<file path="config.mk">
export PLATFORM = sky130hd
export DESIGN_NAME = snoop_responder_flat
export DESIGN_NICKNAME = d
export VERILOG_FILES = /design/src/rtl/snoop_pkg.sv /design/src/rtl/snoop_responder_if.sv /design/src/rtl/snoop_agent_model.sv /design/src/rtl/snoop_responder.sv /design/src/flat_wrapper.sv
export SDC_FILE = /design/constraint.sdc
export NUM_CORES = 1
export LEC_CHECK = 0
export ABC_AREA = 1
export ABC_CLOCK_PERIOD_IN_PS = 3200
export BUFFER_PORTS_ARGS = -buffer_cell sky130_fd_sc_hd__buf_2
export CAP_MARGIN = 15
export CORE_MARGIN = 3
export CORE_UTILIZATION = 25
export DETAILED_ROUTE_END_ITERATION = 10
export PLACE_DENSITY = 0.55
export SYNTH_ARGS = -nofsm -noshare
export SYNTH_HDL_FRONTEND = slang
export SYNTH_SLANG_ARGS = --single-unit
</file>
<file path="constraint.sdc">
create_clock -name clk -period 3.2 [get_ports clk]
set_input_delay 0.16 -clock clk [delete_from_list [all_inputs] [get_ports clk]]
set_output_delay 0.16 -clock clk [all_outputs]
set_load 0.02 [all_outputs]
</file>
<file path="src/rtl/snoop_pkg.sv">
// Shared types, bus op codes, address keys and the result-combining helper
// used by the snoop responder and its per-agent models.
package snoop_pkg;

  typedef enum logic [1:0] {
    NOHIT = 2'b00,
    HIT   = 2'b01,
    HITM  = 2'b10
  } snoop_result_t;

  localparam logic [7:0] BUS_READ       = 8'd1;
  localparam logic [7:0] BUS_WRITE      = 8'd2;
  localparam logic [7:0] BUS_INVALIDATE = 8'd3;
  localparam logic [7:0] BUS_RWIM       = 8'd4;

  localparam logic [3:0] KEY_HIT_A  = 4'h2;
  localparam logic [3:0] KEY_HIT_B  = 4'h8;
  localparam logic [3:0] KEY_HITM_A = 4'h4;
  localparam logic [3:0] KEY_HITM_B = 4'hC;

  localparam int MAX_AGENTS = 8;
  localparam int MAX_VEC_W  = 2 * MAX_AGENTS;

  // Unused upper agent slots must be zero (NOHIT) so they never contribute.
  function automatic snoop_result_t combine(input logic [MAX_VEC_W-1:0] agents);
    logic any_hit;
    logic any_hitm;
    any_hit  = 1'b0;
    any_hitm = 1'b0;
    for (int i = 0; i < MAX_AGENTS; i++) begin
      if (agents[2*i +: 2] == HITM) any_hitm = 1'b1;
      if (agents[2*i +: 2] == HIT)  any_hit  = 1'b1;
    end
    if (any_hitm)     return HITM;
    else if (any_hit) return HIT;
    else              return NOHIT;
  endfunction

endpackage

</file>
<file path="src/rtl/snoop_responder_if.sv">
// Request/response handshake, statistics and clear for the snoop responder.
interface snoop_responder_if #(
  parameter int ADDR_WIDTH = 32,
  parameter int NUM_AGENTS = 2,
  parameter int CNT_WIDTH  = 16
);
  logic                    req_valid;
  logic                    req_ready;
  logic [ADDR_WIDTH-1:0]   req_addr;
  logic [7:0]              req_op;
  logic                    rsp_valid;
  logic                    rsp_ready;
  logic [1:0]              rsp_result;
  logic [2*NUM_AGENTS-1:0] rsp_agent;
  logic [NUM_AGENTS-1:0]   rsp_hitm_mask;
  logic [CNT_WIDTH-1:0]    hit_count;
  logic [CNT_WIDTH-1:0]    hitm_count;
  logic                    multi_hitm_err;
  logic                    clear;

  modport slave (
    input  req_valid, req_addr, req_op, rsp_ready, clear,
    output req_ready, rsp_valid, rsp_result, rsp_agent, rsp_hitm_mask,
           hit_count, hitm_count, multi_hitm_err
  );

  modport master (
    output req_valid, req_addr, req_op, rsp_ready, clear,
    input  req_ready, rsp_valid, rsp_result, rsp_agent, rsp_hitm_mask,
           hit_count, hitm_count, multi_hitm_err
  );
endinterface

</file>
<file path="src/rtl/snoop_agent_model.sv">
// One modelled peer cache: maps its 4-bit address key and the bus op to a
// snoop result. Purely combinational.
module snoop_agent_model
  import snoop_pkg::*;
(
  input  logic [3:0]    key_i,
  input  logic [7:0]    op_i,
  output snoop_result_t result_o
);

  always_comb begin
    result_o = NOHIT;
    if (op_i == BUS_READ || op_i == BUS_RWIM) begin
      unique case (key_i)
        KEY_HIT_A, KEY_HIT_B:   result_o = HIT;
        KEY_HITM_A, KEY_HITM_B: result_o = HITM;
        default:                result_o = NOHIT;
      endcase
    end
  end

endmodule

</file>
<file path="src/rtl/snoop_responder.sv">
// Pipelined snoop-result generator: per-agent results are computed at
// acceptance and travel LATENCY stages under a single global stall.
module snoop_responder
  import snoop_pkg::*;
#(
  parameter int ADDR_WIDTH = 32,
  parameter int NUM_AGENTS = 2,
  parameter int LATENCY    = 2,
  parameter int CNT_WIDTH  = 16
) (
  input  logic              clk,
  input  logic              rst_n,
  snoop_responder_if.slave  bus
);

  localparam int VEC_W = 2 * NUM_AGENTS;

  snoop_result_t        agent_res [NUM_AGENTS];
  logic [VEC_W-1:0]     agent_vec;
  logic [LATENCY-1:0]   vld_q;
  logic [VEC_W-1:0]     agent_q [LATENCY];
  logic [NUM_AGENTS-1:0] hitm_mask;
  snoop_result_t        rsp_res;
  logic                 adv;
  logic                 rsp_hs;
  logic [CNT_WIDTH-1:0] hit_cnt_q, hit_cnt_d;
  logic [CNT_WIDTH-1:0] hitm_cnt_q, hitm_cnt_d;
  logic                 err_q, err_d;
  logic                 unused_addr;

  for (genvar i = 0; i < NUM_AGENTS; i++) begin : g_agent
    snoop_agent_model u_agent (
      .key_i    (bus.req_addr[4*i +: 4]),
      .op_i     (bus.req_op),
      .result_o (agent_res[i])
    );
    assign agent_vec[2*i +: 2] = agent_res[i];
  end

  assign unused_addr = ^bus.req_addr;

  assign adv    = !vld_q[LATENCY-1] || bus.rsp_ready;
  assign rsp_hs = vld_q[LATENCY-1] && bus.rsp_ready;

  // Bubbles carry zeroed agent data so idle outputs read as NOHIT.
  always_ff @(posedge clk or negedge rst_n) begin
    if (!rst_n) begin
      vld_q <= '0;
      for (int i = 0; i < LATENCY; i++) agent_q[i] <= '0;
    end else if (adv) begin
      vld_q[0]   <= bus.req_valid;
      agent_q[0] <= bus.req_valid ? agent_vec : '0;
      for (int i = 1; i < LATENCY; i++) begin
        vld_q[i]   <= vld_q[i-1];
        agent_q[i] <= agent_q[i-1];
      end
    end
  end

  always_comb begin
    hitm_mask = '0;
    for (int i = 0; i < NUM_AGENTS; i++)
      hitm_mask[i] = (agent_q[LATENCY-1][2*i +: 2] == HITM);
  end

  assign rsp_res = combine(MAX_VEC_W'(agent_q[LATENCY-1]));

  always_comb begin
    hit_cnt_d  = hit_cnt_q;
    hitm_cnt_d = hitm_cnt_q;
    err_d      = err_q;
    if (bus.clear) begin
      hit_cnt_d  = '0;
      hitm_cnt_d = '0;
      err_d      = 1'b0;
    end else if (rsp_hs) begin
      if (rsp_res == HIT && hit_cnt_q != '1)   hit_cnt_d  = hit_cnt_q + 1'b1;
      if (rsp_res == HITM && hitm_cnt_q != '1) hitm_cnt_d = hitm_cnt_q + 1'b1;
      if ($countones(hitm_mask) > 1)           err_d      = 1'b1;
    end
  end

  always_ff @(posedge clk or negedge rst_n) begin
    if (!rst_n) begin
      hit_cnt_q  <= '0;
      hitm_cnt_q <= '0;
      err_q      <= 1'b0;
    end else begin
      hit_cnt_q  <= hit_cnt_d;
      hitm_cnt_q <= hitm_cnt_d;
      err_q      <= err_d;
    end
  end

  assign bus.req_ready      = adv;
  assign bus.rsp_valid      = vld_q[LATENCY-1];
  assign bus.rsp_result     = rsp_res;
  assign bus.rsp_agent      = agent_q[LATENCY-1];
  assign bus.rsp_hitm_mask  = hitm_mask;
  assign bus.hit_count      = hit_cnt_q;
  assign bus.hitm_count     = hitm_cnt_q;
  assign bus.multi_hitm_err = err_q;

endmodule

</file>
<file path="src/flat_wrapper.sv">
// flat-port wrapper written by rule: the top's interface ports become plain ports
module snoop_responder_flat import snoop_pkg::*;
#(
  parameter int ADDR_WIDTH = 32,
  parameter int NUM_AGENTS = 2,
  parameter int LATENCY    = 2,
  parameter int CNT_WIDTH  = 16
)
  (clk, rst_n, bus_req_valid, bus_req_addr, bus_req_op, bus_rsp_ready, bus_clear, bus_req_ready, bus_rsp_valid, bus_rsp_result, bus_rsp_agent, bus_rsp_hitm_mask, bus_hit_count, bus_hitm_count, bus_multi_hitm_err);
  snoop_responder_if #(.ADDR_WIDTH(ADDR_WIDTH), .NUM_AGENTS(NUM_AGENTS), .CNT_WIDTH(CNT_WIDTH)) bus_i ();
  input  logic clk;
  input  logic rst_n;
  input wire logic [$bits(bus_i.req_valid)-1:0] bus_req_valid;
  input wire logic [$bits(bus_i.req_addr)-1:0] bus_req_addr;
  input wire logic [$bits(bus_i.req_op)-1:0] bus_req_op;
  input wire logic [$bits(bus_i.rsp_ready)-1:0] bus_rsp_ready;
  input wire logic [$bits(bus_i.clear)-1:0] bus_clear;
  output wire logic [$bits(bus_i.req_ready)-1:0] bus_req_ready;
  output wire logic [$bits(bus_i.rsp_valid)-1:0] bus_rsp_valid;
  output wire logic [$bits(bus_i.rsp_result)-1:0] bus_rsp_result;
  output wire logic [$bits(bus_i.rsp_agent)-1:0] bus_rsp_agent;
  output wire logic [$bits(bus_i.rsp_hitm_mask)-1:0] bus_rsp_hitm_mask;
  output wire logic [$bits(bus_i.hit_count)-1:0] bus_hit_count;
  output wire logic [$bits(bus_i.hitm_count)-1:0] bus_hitm_count;
  output wire logic [$bits(bus_i.multi_hitm_err)-1:0] bus_multi_hitm_err;
  assign bus_i.req_valid = bus_req_valid;
  assign bus_i.req_addr = bus_req_addr;
  assign bus_i.req_op = bus_req_op;
  assign bus_i.rsp_ready = bus_rsp_ready;
  assign bus_i.clear = bus_clear;
  assign bus_req_ready = bus_i.req_ready;
  assign bus_rsp_valid = bus_i.rsp_valid;
  assign bus_rsp_result = bus_i.rsp_result;
  assign bus_rsp_agent = bus_i.rsp_agent;
  assign bus_rsp_hitm_mask = bus_i.rsp_hitm_mask;
  assign bus_hit_count = bus_i.hit_count;
  assign bus_hitm_count = bus_i.hitm_count;
  assign bus_multi_hitm_err = bus_i.multi_hitm_err;
  snoop_responder #(.ADDR_WIDTH(ADDR_WIDTH), .NUM_AGENTS(NUM_AGENTS), .LATENCY(LATENCY), .CNT_WIDTH(CNT_WIDTH)) u_core (.clk(clk), .rst_n(rst_n), .bus(bus_i));
endmodule
</file>
==> flow_summary.ini, run 1 <==
[synth]
syn-instance-count = 372
synth.largest_area_cell = dfrtp_1
netlist_top_cells_area = dfrtp_1 41%, nand2_1 19%, nand4_1 6.8%, inv_1 5.2%, nor2_1 5.2%
syn-cell-area_mm2 = 0.002656
synth_top_area_frac = 0.4051
synth_cell_types = 25
seq_area_frac_synth = 0.4051
syn_nets = 419
synth-seq-cells = 43
ys.warnings.count = 0
synth_area_per_cell_um2 = 7.141

[floorplanning]
placementRows = 37
die_width_um = 109.1
chipHeight_um = 109.1
fp.dieArea_mm2 = 0.01190
boundaryPins = 88
initial_core_util = 0.2573
area_of_the_core_mm2 = 0.01032

[detailed_routing]
total_wirelength_of_the_detailed_routed_design_um = 6860
initialDrtViolationCount = 85
via_per_inst = 4.448
drc_viols = 0
wl_per_cell_um = 12.01
drt.antenna.violating_nets = 0
route.vias.total = 2540
detail_route.first_pass.iterations = 4

[setup_path]
crit_fanout = 16
cp_cell_sequence = ha_1, nand3_1, inv_2, nand2_4, nor2_4, nor2_4, nor2_4, nand2_1, nand2_1
cp.buffers_inverters = 1
cp_slowest_cell = dfrtp_1
crit_required_ns = 3.38
cp_common_cell = nor2_4
setup.worst_path.start_class = flop
worst-setup-path-type = flop to flop
worst_path_dominant_cell_family = simple AND/OR/NAND/NOR gates
slowest_stage_delay_cp_ns = 0.43
arrival_ns = 2.08
reg2reg_setup_slack_ns = 1.30
worstReg2RegEnd = u_core.bus.hitm_count[5]
endpoint_kind = flop
regToRegStartpoint = u_core.bus.hitm_count[0]
rr_worst_depth = 9

[sta]
final_period_minus_worst_setup_slack_ns = 1.898
grt_setup_unrepaired = false
final.period_utilization = 0.5930
hold_violation_count_in_the_final_report = 0
slew-limit-headroom = 0.6505
setup_violations = 0
clock_tree_skew_after_final_layout_ns = 0.01304
setup_total_negative_slack_ns = 0
achievable-frequency_mhz = 526.9
transition_time_of_the_tightest_slew_check_pin_ns = 0.5223
final-max-slew-violation-count = 0

[clock_tree]
tritoncts_num_sinks = 43
post_cts_resized = 0
clock_tree.buffer_depth = 2
cts_root_buf = clkbuf_8
cts_made_buffers = 5
tritoncts = done
clock_insertion_delay_worst_skew_ns = 0.30
post_cts_buffers = 0
h-tree-depth = 2
clkTransAtPathRegs_ns = 0.09

[min_path]
timing.hold.worst_endpoint = u_core.agent_q[4]
classification_of_the_worst_slack_hold_path = input port to flop
worstHoldPathCells = 4
hold_start = bus_req_addr[2]

[power_and_ir_drop]
power_frac_comb = 0.067
internal-power_mw = 0.8825
power_frac_clock = 0.448
maximum_vdd_ir_drop_uv = 152.6
power.switching_mw = 0.2476
pwr-share-seq = 0.485
cellPowerDensity_mw_per_mm2 = 349.5
p_sw_frac = 0.2191
power_leakage_nw = 1.683

[layout]
design_area_mm2 = 0.003233
n_antenna_cell = 0
layout-drive-gt1-share = 0.2115
finish.cell_count_without_fillers = 571
syn2layout_area_growth_pct = 21.71
fill_cells = 1124
finalCoreUtilization = 0.3132
nets = 481

[grt]
grtUsageTotal = 0.1187
via_count_of_the_first_global_routing_pass = 2349
grt-ovfl-total = 0
global_route_wire_length_before_repair_um = 11320
antenna_found_initial = 0
largest_net_degree_at_the_start_of_global_routing = 44

[outcome]
status = finished clean

[flow_run]
cap_violations = 0

[placed_design]
count_of_buffers_from_port_buffering = 63
place_area_mm2 = 0.003070
place_inst = 561
gp_congestion = 0.8296
place.detailed.hpwl_um = 4982
## sequential cells by signal, summed over array words and instances, names as in the netlist
signal	flops
u_core.vld_q	2
u_core.bus.rsp_agent	4
u_core.bus.hitm_count	16
u_core.bus.multi_hitm_err	1
u_core.agent_q	4
u_core.bus.hit_count	16
## layout make-up
| class | instances | area [µm²] | share of cell area |
|---|---|---|---|
| clock buffer | 6 | 72.57 | 0.02245 |
| clock inverter | 2 | 60.06 | 0.01858 |
| inverter | 39 | 146.4 | 0.04528 |
| multi-input combinational | 279 | 1355 | 0.4191 |
| sequential | 43 | 1076 | 0.3328 |
| tap | 136 | 170.2 | 0.05263 |
| timing repair buffer | 66 | 352.8 | 0.1091 |
## metrics by stage
step / power [mW] / worst slack [ns] / hold slack, ns
floorplan: 0.5958 / 1.530 / -0.1356
global placement: 0.6320 / 1.371 / 0.4061
detailed placement: 0.6331 / 1.319 / 0.4055
CTS: 1.152 / 1.298 / 0.08090
global route: 1.188 / 1.144 / 0.1403
finish: 1.130 / 1.302 / 0.1294
## placed cells by master (no fill, tap or decap), types with 5 or more instances in the layout
cell and instances:
o21bai_1 7, nand2_1 136, nand4_1 29, o21ai_0 15, nand3_1 19, xor2_1 8, inv_1 37, dfrtp_1 43
clkbuf_8 5, nor2_1 37, nor2_4 7, buf_2 63
## synthesized netlist by cell type
cell type  number
a21oi_1         1
buf_4           6
buf_6           2
clkbuf_1        3
dfrtp_1        43
ha_1            2
inv_1          37
inv_2           2
nand2_1       136
nand2_2         3
nand2_4         1
nand3_1        19
nand3_2         1
nand3b_1        1
nand4_1        29
nor2_1         37
nor2_2          2
nor2_4          7
nor3_1          1
o21a_1          1
o21ai_0        15
o21bai_1        7
o22ai_1         4
or2_2           4
xor2_1          8
## kinds of logic after synthesis
| logic type | count (synthesis) | synth area share |
|---|---|---|
| simple gates | 241 | 0.4121 |
| buf+inv | 50 | 0.08478 |
| xor+xnor | 8 | 0.02638 |
| flops | 43 | 0.4051 |
| fa+ha+maj | 2 | 0.009419 |
| compound gates | 28 | 0.06217 |
## worst register-to-register path: stages (launching register included)
cell,delay (ns)
dfrtp_1,0.43
ha_1,0.27
nand3_1,0.18
inv_2,0.09
nand2_4,0.08
nor2_4,0.05
nor2_4,0.36
nor2_4,0.16
nand2_1,0.10
nand2_1,0.07
## per-layer routing
layer,global-route usage,share of wire,vias up
met5,0,0,-
met4,0.03336,0.0079,0
met3,0.02013,0.039,2
met2,0.1987,0.47,57
met1,0.1572,0.48,1164
li1,-,-,1317
## power by group through the flow
stage	sequential (mW)	combinational [mW]	clock, mW
2_1_floorplan	0.562	0.0342	0
3_3_place_gp	0.559	0.0725	0
3_5_place_dp	0.559	0.0736	0
4_1_cts	0.549	0.0737	0.530
5_1_grt	0.549	0.0859	0.553
6_report	0.548	0.0753	0.506
## worst max path at each step
stage	start	slack [ns]	cells past startpoint	to
floorplan	u_core.bus.hitm_count[1]	1.53	10	u_core.bus.hitm_count[12]
global route	u_core.bus.hitm_count[1]	1.14	9	u_core.bus.hitm_count[5]
CTS	u_core.bus.hitm_count[1]	1.30	9	u_core.bus.hitm_count[5]
finish	u_core.bus.hitm_count[0]	1.30	9	u_core.bus.hitm_count[5]
detailed placement	u_core.bus.hitm_count[1]	1.32	9	u_core.bus.hitm_count[5]
global placement	u_core.bus.hitm_count[0]	1.37	9	u_core.bus.hitm_count[14]
## what timing repair did
item | CTS | global route
hold buffers | 0 | 1
setup endpoints to repair | 0 | 0
hold endpoints to repair | 0 | 40
Power figures use the tool's default switching activity.
==> run 2: changes to the inputs <==
--- a/config.mk
+++ b/config.mk
@@ -5,14 +5,14 @@
 export SDC_FILE = /design/constraint.sdc
 export NUM_CORES = 1
 export LEC_CHECK = 0
-export ABC_AREA = 1
-export ABC_CLOCK_PERIOD_IN_PS = 3200
+export ABC_AREA = 0
+export ABC_CLOCK_PERIOD_IN_PS = 1700
 export BUFFER_PORTS_ARGS = -buffer_cell sky130_fd_sc_hd__buf_2
 export CAP_MARGIN = 15
 export CORE_MARGIN = 3
 export CORE_UTILIZATION = 25
 export DETAILED_ROUTE_END_ITERATION = 10
-export PLACE_DENSITY = 0.55
+export PLACE_DENSITY = 0.58
 export SYNTH_ARGS = -nofsm -noshare
 export SYNTH_HDL_FRONTEND = slang
 export SYNTH_SLANG_ARGS = --single-unit
==> constraint.sdc (replaced) <==
create_clock -name clk -period 1.7 [get_ports clk]
set_input_delay 0.085 -clock clk [delete_from_list [all_inputs] [get_ports clk]]
set_output_delay 0.085 -clock clk [all_outputs]
set_load 0.02 [all_outputs]
==> flow_summary.ini, run 2 <==
[setup_path]
rr_worst_depth = 5
worstReg2RegEnd = u_core.bus.hit_count[14]
reg2reg_setup_slack_ns = -0.24
endpoint_kind = flop
arrival_ns = 2.17
setup.worst_path.start_class = flop
crit_fanout = 4
crit_required_ns = 1.92
worst-setup-path-type = flop to flop
regToRegStartpoint = u_core.bus.hit_count[3]

[floorplanning]
fp.dieArea_mm2 = 0.01051
boundaryPins = 88
die_width_um = 102.5
area_of_the_core_mm2 = 0.008891
chipHeight_um = 102.5
placementRows = 34
initial_core_util = 0.2619

[min_path]
timing.hold.worst_endpoint = u_core.agent_q[4]
worstHoldPathCells = 3
hold_start = bus_req_addr[3]
classification_of_the_worst_slack_hold_path = input port to flop

[placed_design]
gp_congestion = 0.8031
place.detailed.hpwl_um = 5078
place_area_mm2 = 0.003337
count_of_buffers_from_port_buffering = 63

[clock_tree]
cts_made_buffers = 5
clkTransAtPathRegs_ns = 0.09
clock_insertion_delay_worst_skew_ns = 0.30
clock_tree.buffer_depth = 2
h-tree-depth = 2
tritoncts = done
cts_root_buf = clkbuf_8
tritoncts_num_sinks = 43

[sta]
final.period_utilization = 1.143
grt_setup_unrepaired = true
final-max-slew-violation-count = 0
hold_violation_count_in_the_final_report = 0
final_critical_path_setup_slack_ns = -0.2431
achievable-frequency_mhz = 514.6
transition_time_of_the_tightest_slew_check_pin_ns = 0.5131
slew-limit-headroom = 0.6579
clock_tree_skew_after_final_layout_ns = 0.008012
final_period_minus_worst_setup_slack_ns = 1.943
setup_violations = 23

[synth]
ys.flop_type = dfrtp_1
synth_area_per_cell_um2 = 9.389
synth_cell_types = 47
netlist_top_cells_count = 43 x dfrtp_1, 30 x nand2_1, 25 x nor2_1
synthArstFlopShare = 1.000
seq_area_frac_synth = 0.4621
post-synth-top-count-cell = dfrtp_1
synth-edff-count = 0
syn-instance-count = 248
synth-seq-cells = 43
netlist_top_cells_area = dfrtp_1 46%, xnor2_1 8.3%, nand2_1 4.8%, nor2_1 4.0%, nand4_1 2.7%
syn_nets = 295
ys.warnings.count = 0
synth_top_area_frac = 0.4621
syn-cell-area_mm2 = 0.002328
synth.largest_area_cell = dfrtp_1

[detailed_routing]
initialDrtViolationCount = 55
drc_viols = 0
drt.antenna.violating_nets = 0
wl_per_cell_um = 14.81
total_wirelength_of_the_detailed_routed_design_um = 7523
route.vias.total = 2448
detail_route.first_pass.iterations = 4
via_per_inst = 4.819

[grt]
via_count_of_the_first_global_routing_pass = 2339
grtUsageTotal = 0.1354
grt-ovfl-total = 0
global_route_wire_length_before_repair_um = 11320
largest_net_degree_at_the_start_of_global_routing = 35
antenna_found_initial = 0

[layout]
syn2layout_area_growth_pct = 73.13
fill_cells = 843
layout.cells.most_common = buf_4
finalCoreUtilization = 0.4534
final-seq-area_mm2 = 0.001101
most-common-layout-cells = 71 x buf_4, 61 x buf_2, 30 x nand2_1, 24 x nor2_1, 23 x dfrtp_1
layout-drive-gt1-share = 0.5575
nets = 446
design_area_mm2 = 0.004031
n_antenna_cell = 0
multi_input_area_mm2 = 0.001572

[power_and_ir_drop]
internal-power_mw = 1.381
pwr-share-seq = 0.559
power_leakage_nw = 1.782
power.switching_mw = 0.4675
maximum_vdd_ir_drop_uv = 215.8
power_frac_comb = 0.087
cellPowerDensity_mw_per_mm2 = 458.5
power_frac_clock = 0.354
p_sw_frac = 0.2529

[outcome]
status = complete, but fails checks
failed_checks = negative setup slack

[flow_run]
cap_violations = 0
[run 2: cell type report]
cell class                      instances  share of cell area
Inverter                                7            0.008690
Sequential cell                        43              0.2731
Multi-Input combinational cell        186              0.3898
Clock inverter                          2            0.003104
Tap cell                              108             0.03352
Clock buffer                            6             0.01800
Timing Repair Buffer                  156              0.2737
[run 2: power by group through the flow]
stage	Clock (mW)	Combinational (mW)	Sequential [mW]
after floorplan	0	0.0504	1.06
after global placement	0	0.138	1.05
after detailed placement	0	0.141	1.05
after CTS	0.680	0.158	1.03
after global routing	0.730	0.178	1.03
final	0.654	0.160	1.03
[run 2: cells by family (layout without fill, tap and decap cells)]
kind of cell | Yosys count | in the layout | synth area share
buf+inv | 19 | 171 | 0.03761
simple gates | 124 | 124 | 0.2896
mux | 3 | 3 | 0.01343
xor+xnor | 22 | 22 | 0.08275
flops | 43 | 43 | 0.4621
compound gates | 35 | 35 | 0.1037
fa+ha+maj | 2 | 2 | 0.01075
[run 2: per-layer routing]
layer / routed length, µm / track usage / vias to the layer above
met5: 0 / 0 / -
met4: 61 / 0.03330 / 0
met3: 328 / 0.03112 / 7
met2: 3960 / 0.2368 / 52
met1: 3172 / 0.1688 / 1191
li1: - / - / 1198
[run 2: how the worst max path moves through the flow]
stage,startpoint,endpoint,slack [ns],depth (start not counted)
after floorplan,u_core.bus.hit_count[3],u_core.bus.hit_count[15],-0.28,5
after global routing,u_core.bus.hit_count[3],u_core.bus.hit_count[14],-0.35,5
after global placement,u_core.bus.hit_count[8],u_core.bus.hit_count[14],-0.24,5
final,u_core.bus.hit_count[3],u_core.bus.hit_count[14],-0.24,5
after CTS,u_core.bus.hit_count[4],u_core.bus.hit_count[15],-0.24,5
after detailed placement,u_core.bus.hit_count[8],u_core.bus.hit_count[15],-0.28,5
[run 2: repair_timing]
action / CTS / global route
setup endpoints to repair: 29 / 32
pin swaps: 9 / 27
setup buffers: 8 / 13
hold endpoints to repair: 23 / 0
resized for setup: 26 / 48
hold buffers: 7 / 0
[run 2: through the flow]
step / power, mW / TNS [ns] / hold slack [ns] / cells / worst slack (ns)
floorplan: 1.109 / -1.401 / -0.2106 / 248 / -0.2793
finish: 1.848 / -1.787 / 0.06241 / 508 / -0.2431
global route: 1.943 / -4.549 / 0.05554 / 508 / -0.3476
global placement: 1.190 / -1.936 / 0.06813 / 474 / -0.2391
detailed placement: 1.194 / -2.649 / 0.08746 / 474 / -0.2818
CTS: 1.870 / -0.9409 / 0.05684 / 496 / -0.2415
[run 2: critical path, stage by stage (launching register included)]
cell and delay, ns:
dfrtp_2 0.37, nand4_1 0.13, or4_4 0.51, or3b_4 0.40, or3_1 0.32, a21oi_1 0.15
